--- src/rtl/run_ctrl_fsm.sv ---
// run_ctrl_fsm: run/pause/reset sequencer with a bounded run-cycle
// counter, DONE state, minimum reset hold and optional auto-restart.
module run_ctrl_fsm #(
    parameter int CNT_W        = 8,
    parameter int RUN_LEN      = 10,
    parameter int RESET_CYCLES = 2,
    parameter bit AUTO_RESTART = 1'b0
) (
    input  logic             CLK,
    input  logic             S,
    input  logic [1:0]       I,
    output logic [1:0]       O,
    output logic [CNT_W-1:0] CNT,
    output logic             DONE_P
);

    localparam longint MAX_LEN = (longint'(1) << CNT_W) - 1;
    localparam int HOLD_W =
        (RESET_CYCLES < 2) ? 1 : $clog2(RESET_CYCLES + 1);
    localparam logic [HOLD_W-1:0] HOLD_INIT = HOLD_W'(RESET_CYCLES - 1);
    localparam logic [CNT_W-1:0] CNT_LAST = CNT_W'(RUN_LEN - 1);
    localparam logic [CNT_W-1:0] CNT_TERM = CNT_W'(RUN_LEN);

    localparam logic [1:0] CMD_PAUSE = 2'b00;
    localparam logic [1:0] CMD_RUN   = 2'b01;
    localparam logic [1:0] CMD_RESET = 2'b10;

    // State codes double as the O output encoding.
    typedef enum logic [1:0] {
        ST_RESET = 2'b00,
        ST_RUN   = 2'b01,
        ST_PAUSE = 2'b10,
        ST_DONE  = 2'b11
    } state_e;

    if (RUN_LEN < 1 || longint'(RUN_LEN) > MAX_LEN) begin : g_bad_run_len
        $error("run_ctrl_fsm: RUN_LEN out of range 1..2^CNT_W-1");
    end
    if (RESET_CYCLES < 1) begin : g_bad_reset_cycles
        $error("run_ctrl_fsm: RESET_CYCLES must be >= 1");
    end

    state_e            state_q, state_d;
    logic [CNT_W-1:0]  cnt_q, cnt_d;
    logic [HOLD_W-1:0] hold_q, hold_d;
    logic              done_p_q, done_p_d;

    // State, counter, hold and pulse registers; S wins over any command.
    always_ff @(posedge CLK) begin
        if (!S) begin
            state_q  <= ST_RESET;
            cnt_q    <= '0;
            hold_q   <= HOLD_INIT;
            done_p_q <= 1'b0;
        end else begin
            state_q  <= state_d;
            cnt_q    <= cnt_d;
            hold_q   <= hold_d;
            done_p_q <= done_p_d;
        end
    end

    // Next-state, counter and hold logic; a reset command overrides all.
    always_comb begin
        state_d  = state_q;
        cnt_d    = cnt_q;
        hold_d   = hold_q;
        done_p_d = 1'b0;
        if (I == CMD_RESET) begin
            state_d = ST_RESET;
            cnt_d   = '0;
            hold_d  = HOLD_INIT;
        end else begin
            unique case (state_q)
                ST_RESET: begin
                    cnt_d = '0;
                    if (hold_q != '0) begin
                        hold_d = hold_q - 1'b1;
                    end else if (I == CMD_RUN) begin
                        state_d = ST_RUN;
                    end else begin
                        state_d = ST_PAUSE;
                    end
                end
                ST_PAUSE: begin
                    if (I == CMD_RUN) begin
                        state_d = ST_RUN;
                    end
                end
                ST_RUN: begin
                    if (cnt_q == CNT_LAST) begin
                        cnt_d    = CNT_TERM;
                        state_d  = ST_DONE;
                        done_p_d = 1'b1;
                    end else begin
                        cnt_d = cnt_q + 1'b1;
                        if (I == CMD_PAUSE) begin
                            state_d = ST_PAUSE;
                        end
                    end
                end
                ST_DONE: begin
                    if (AUTO_RESTART) begin
                        state_d = ST_RUN;
                        cnt_d   = '0;
                    end
                end
                default: begin
                    state_d = ST_RESET;
                    cnt_d   = '0;
                    hold_d  = HOLD_INIT;
                end
            endcase
        end
    end

    assign O      = state_q;
    assign CNT    = cnt_q;
    assign DONE_P = done_p_q;

endmodule

--- config.mk ---
export PLATFORM = sky130hd
export DESIGN_NAME = run_ctrl_fsm
export DESIGN_NICKNAME = d
export VERILOG_FILES = /design/src/rtl/run_ctrl_fsm.sv
export SDC_FILE = /design/constraint.sdc
export NUM_CORES = 1
export LEC_CHECK = 0
export BUFFER_PORTS_ARGS = -buffer_cell sky130_fd_sc_hd__clkbuf_2
export CORE_ASPECT_RATIO = 0.7
export CORE_MARGIN = 5
export CORE_UTILIZATION = 30
export CTS_BUF_LIST = sky130_fd_sc_hd__clkbuf_16
export CTS_CLUSTER_SIZE = 20
export DETAILED_ROUTE_END_ITERATION = 7
export GPL_ROUTABILITY_DRIVEN = 0
export PLACE_DENSITY = 0.58
export SLEW_MARGIN = 20
export SYNTH_ARGS = -nofsm -noshare
export SYNTH_HDL_FRONTEND = slang
export SYNTH_SLANG_ARGS = --single-unit
--- constraint.sdc ---
create_clock -name CLK -period 4.76 [get_ports CLK]
set_clock_uncertainty 0.15 [all_clocks]
set_input_delay 0.476 -clock CLK [delete_from_list [all_inputs] [get_ports CLK]]
set_output_delay 0.476 -clock CLK [all_outputs]
set_load 0.05 [all_outputs]
==> results of run 1 <==
## cell families (layout without fill, tap and decap cells)
group | count (synthesis) | count (layout) | share of synthesized area, %
buffers and inverters | 11 | 27 | 5.493
flip-flops | 13 | 13 | 32.65
adder cells (fa/ha/maj) | 8 | 8 | 12.24
AO/OA/AOI/OAI | 25 | 25 | 22.61
AND/OR/NAND/NOR | 36 | 36 | 25.90
XOR/XNOR | 1 | 1 | 1.099
## worst paths after layout
path / cells after the start / from / endpoint
min reg2reg: 2 / hold_q[1] / hold_q[1]
min: 2 / hold_q[1] / hold_q[1]
max reg2reg: 5 / O[1] / CNT[1]
max: 5 / O[1] / CNT[1]
## worst min-delay path: cells and delay by family (launching register included)
| family | cells | cell delay [ns] |
|---|---|---|
| AOI/OAI and AO/OA | 1 | 0.05 |
| and+or+nand+nor | 1 | 0.10 |
| DFF | 1 | 0.30 |
## routing by layer
layer | vias up | share of wire [%] | track usage, %
li1 | 365 | - | -
met1 | 341 | 48 | 13.06
met2 | 15 | 46 | 17.07
met3 | 5 | 4.6 | 4.175
met4 | 0 | 1.7 | 3.750
met5 | - | 0 | 0
## power groups by stage
stage          combinational (mW)  clock, mW  sequential, mW
2_1_floorplan               0.134          0           0.169
3_3_place_gp                0.202          0           0.141
3_5_place_dp                0.205          0           0.142
4_1_cts                     0.207      0.162           0.140
5_1_grt                     0.227      0.168           0.143
6_report                    0.205      0.160           0.140
## area by class of cell
cell class | count | area share, %
inverter | 8 | 3.057
tap | 34 | 4.331
clock inverter | 1 | 0.3822
timing repair buffer | 15 | 7.898
clock buffer | 3 | 7.643
multi-input combinational | 70 | 50.19
sequential | 13 | 26.50
## flip-flops by register name, summed over array words and instances, names as in the netlist
signal and cells:
CNT 8, DONE_P 1, O 2, hold_q 2
## cells in the mapped netlist, drive strengths merged, types with 3 or more instances
| cell type | number |
|---|---|
| nor2 | 8 |
| nand2 | 7 |
| or3 | 3 |
| inv | 8 |
| o31ai | 3 |
| o21ai | 6 |
| nand3 | 5 |
| a21oi | 6 |
| a31oi | 3 |
| dfxtp | 13 |
| ha | 7 |
==> impl_metrics.tcl, run 1 <==
set metrics [dict create \
    dpl_cell_area_um2 903.4 \
    yosysUniqueCellTypes 34 \
    cp-start-kind "flop" \
    min_period_ns 1.961 \
    final_area_um2 982.2 \
    grt_pass1_wl_um 3098 \
    syn_area_um2 797.0 \
    cts_root_buf "clkbuf_16" \
    final_nets 122 \
    first_iter_violations 22 \
    fmax_mhz 509.9 \
    path_clk_slew_ns 0.05 \
    cts_setup_buffers 0 \
    cts.path.max_buffers 2 \
    ant_nets 0 \
    grt_setup_unrepaired "false" \
    cts.sinks 13 \
    die_x_um 71.61 \
    hold_path.class "flop to flop" \
    ys_top_cells_by_area "dfxtp_1, ha_1, o21ai_0" \
    ys.warnings.count 0 \
    die_y_um 53.13 \
    grt_pass1_vias 644 \
    path_max_fanout 12 \
    p_comb_share_pct 40.6 \
    drv_cap 0 \
    post-place-ws_ns 2.821 \
    core_mm2 0.002496 \
    crit_type "flop to flop" \
    ys.flop_type "dfxtp_1" \
    antenna_found_initial 0 \
    synth_largest_area_cell "dfxtp_1" \
    layout_commonest_cell "clkbuf_2" \
    power_density_mw_per_mm2 514.6 \
    num_io_pins 15 \
    slowest_delay_ns 0.56 \
    syn_inst 94 \
    insertion_delay_ns 0.24 \
    synth_area_per_cell_um2 8.479 \
    grt-ovfl-total 0 \
    holdWs_ns 0.3493 \
    cpMostUsedCell "inv_1" \
    num_vias 726 \
    cp_slowest_cell "or4_4" \
    layout_common_cells "clkbuf_2, dfxtp_1, inv_1" \
    cpLargestDelayFamily "simple AND/OR/NAND/NOR gates" \
    crit_chain "inv_1, ha_1, inv_1, or4_4, a21oi_2" \
    relSlewSlack_pct 69.48 \
    cts_hold_buf 0 \
    leakage_nw 0.3853 \
    hold_violations 0 \
    cts-htree-levels 1 \
    ir_drop_mv 0.1230 \
    required_ns 4.79 \
    outcome "completed" \
    seqCellArea_um2 260.3 \
    cp_num_buf_inv 2 \
    synth_top_area_share_pct 32.65 \
    synth_seq_cells 13 \
    cts.repair.resized 0 \
    seq_power_share_pct 27.7 \
    drv_slew 0 \
    diodes 0 \
    internal_power_mw 0.3065 \
    start_util_pct 31.93 \
    die-area_mm2 0.003804 \
    totalNegativeSetupSlack_ns 0 \
    timing.final.crit_share_pct 41.20 \
    syn_to_final_growth_pct 23.23 \
    dp_cells 140 \
    routed_via_density 5.042 \
    clkPwrFrac_pct 31.7 \
    setup_ws_ns 2.799 \
    synth_nets 105 \
    power.total_mw 0.5054 \
    worstSetupEndpointType "flop" \
    worst_pin_slew_ns 0.4551 \
    drc 0 \
    p_sw_share_pct 39.35 \
    async_flop_share_pct 0 \
    drive_gt1_share_pct 24.55 \
    multi_input_area_um2 493.0 \
    cts_buffers 3 \
    avgRoutedWirePerCell_um 12.92 \
    switchingPower_mw 0.1989 \
    cts_tree "built" \
    wl_um 1860 \
    fillers 254 \
    arrival_ns 1.99 \
    grt_use_total_pct 10.68 \
    final_util_pct 39.35 \
    drt_pass1_iterations 4 \
    place_hpwl_um 1358 \
    ff2ff_setup_slack_ns 2.80 \
    synth_edf_count 0 \
    portBuffers 14 \
    rows 15 \
    yosysSeqAreaShare_pct 32.65 \
    setup_violations 0 \
    grt_max_degree 15 \
    final_cells 144 \
]
Note: power is estimated with default switching activity, not from simulation.
==> inputs of run 2 (changes only) <==
==> constraint.sdc (replaced) <==
create_clock -name CLK -period 1.89 [get_ports CLK]
set_clock_uncertainty 0.15 [all_clocks]
set_input_delay 0.189 -clock CLK [delete_from_list [all_inputs] [get_ports CLK]]
set_output_delay 0.189 -clock CLK [all_outputs]
set_load 0.05 [all_outputs]
==> run 2 against run 1 <==
Effect of this change:
- global-route usage up 0.068 points
- first-iteration DRC count up 55%
- largest power group unchanged
- final cell count up 2.8%
- worst setup slack worse by 2.7 ns
- sequential cell count unchanged
==> impl_metrics.tcl, run 2 (same netlist as run 1, synthesis figures left out) <==
set metrics [dict create \
    outcome "completed" \
    holdWs_ns 0.1214 \
    diodes 0 \
    worst_pin_slew_ns 0.4242 \
    final_util_pct 42.26 \
    cts.sinks 13 \
    die_x_um 71.61 \
    timing.final.crit_share_pct 95.49 \
    antenna_found_initial 0 \
    dpl_cell_area_um2 927.1 \
    largest_reg_flops 8 \
    die-area_mm2 0.003804 \
    grt_max_degree 15 \
    grt_use_total_pct 10.74 \
    power_density_mw_per_mm2 1265 \
    cts_tree "built" \
    rows 15 \
    ir_drop_mv 0.5006 \
    first_iter_violations 34 \
    p_comb_share_pct 43.7 \
    grt-ovfl-total 0 \
    drive_gt1_share_pct 37.72 \
    num_vias 726 \
    fillers 259 \
    fmax_mhz 554.1 \
    worstSetupEndpointType "flop" \
    totalNegativeSetupSlack_ns 0 \
    arrival_ns 1.76 \
    core_mm2 0.002496 \
    layout_common_cells "clkbuf_2, dfxtp_1, inv_1" \
    path_clk_slew_ns 0.04 \
    setup_violations 0 \
    clkPwrFrac_pct 29.6 \
    p_sw_share_pct 38.79 \
    routed_via_density 4.905 \
    cp-start-kind "flop" \
    post-place-ws_ns 0.006142 \
    switchingPower_mw 0.5178 \
    portBuffers 14 \
    grt_pass1_vias 669 \
    grt_setup_unrepaired "false" \
    drt_pass1_iterations 4 \
    drv_slew 0 \
    layout_commonest_cell "clkbuf_2" \
    final_nets 126 \
    leakage_nw 0.4127 \
    die_y_um 53.13 \
    cts.path.max_buffers 2 \
    setup_ws_ns 0.08528 \
    path_max_fanout 4 \
    cts_hold_buf 0 \
    ant_nets 0 \
    cts_buffers 3 \
    crit_type "flop to flop" \
    wl_um 1853 \
    drv_cap 0 \
    cts_root_buf "clkbuf_16" \
    drc 0 \
    cts-htree-levels 1 \
    relSlewSlack_pct 71.68 \
    grt_pass1_wl_um 3118 \
    required_ns 1.85 \
    internal_power_mw 0.8170 \
    insertion_delay_ns 0.24 \
    hold_path.class "primary input to flop" \
    start_util_pct 31.93 \
    hold_violations 0 \
    num_io_pins 15 \
    avgRoutedWirePerCell_um 12.52 \
    final_area_mm2 0.001055 \
    place_hpwl_um 1367 \
    syn_to_final_growth_pct 32.34 \
    min_period_ns 1.805 \
    seq_power_share_pct 26.8 \
]
-- run 2: changes by cell type in the layout (fill, tap and decap cells not counted), sizes merged --
cell	before	now
buf	1	5
-- run 2: final timing paths --
| path | to | cells past startpoint | slack (ns) | start |
|---|---|---|---|---|
| setup / recovery | O[0] | 6 | 0.09 | CNT[1] |
| setup reg to reg | O[0] | 6 | 0.09 | CNT[1] |
| hold reg to reg | hold_q[1] | 2 | 0.35 | hold_q[1] |
| hold / removal | O[0] | 3 | 0.12 | S |
-- run 2: power groups by stage --
stage	Sequential [mW]	Clock [mW]	Combinational, mW
final	0.357	0.395	0.583
after global routing	0.366	0.424	0.648
after CTS	0.359	0.410	0.540
after detailed placement	0.363	0	0.532
after global placement	0.361	0	0.522
after floorplan	0.432	0	0.338
-- run 2: layout make-up --
class | instances | area [µm²] | share of cell area, %
sequential | 13 | 269.0 | 25.50
multi-input combinational | 70 | 526.8 | 49.94
inverter | 8 | 30.03 | 2.847
clock buffer | 3 | 75.07 | 7.117
clock inverter | 1 | 3.754 | 0.3559
timing repair buffer | 19 | 107.6 | 10.20
tap | 34 | 42.54 | 4.033
-- run 2: per-stage QoR --
step,instances,total power [mW]
4_1_cts,146,1.308
3_3_place_gp,142,0.8837
6_report,148,1.335
2_1_floorplan,94,0.7702
5_1_grt,148,1.439
3_5_place_dp,142,0.8952
-- run 2: layer usage --
metal	track usage (%)	vias up	part of all wire (%)
li1	-	377	-
met2	17.23	11	46
met5	0	-	0
met3	3.416	2	3.5
met4	3.750	0	0.86
met1	13.58	336	50
-- run 2: worst max-delay path: stages, from the launching register on --
cell	delay, ns
dfxtp_2	0.32
inv_2	0.06
ha_4	0.11
or4b_4	0.50
o31ai_4	0.29
a211o_1	0.16
o21ai_0	0.08
-- run 2: repair_timing --
action                                  4_1_cts  5_1_grt
resized for setup                             2        6
pin swaps                                     0        3
buffers inserted                              0        2
endpoints found under the setup margin        1        4
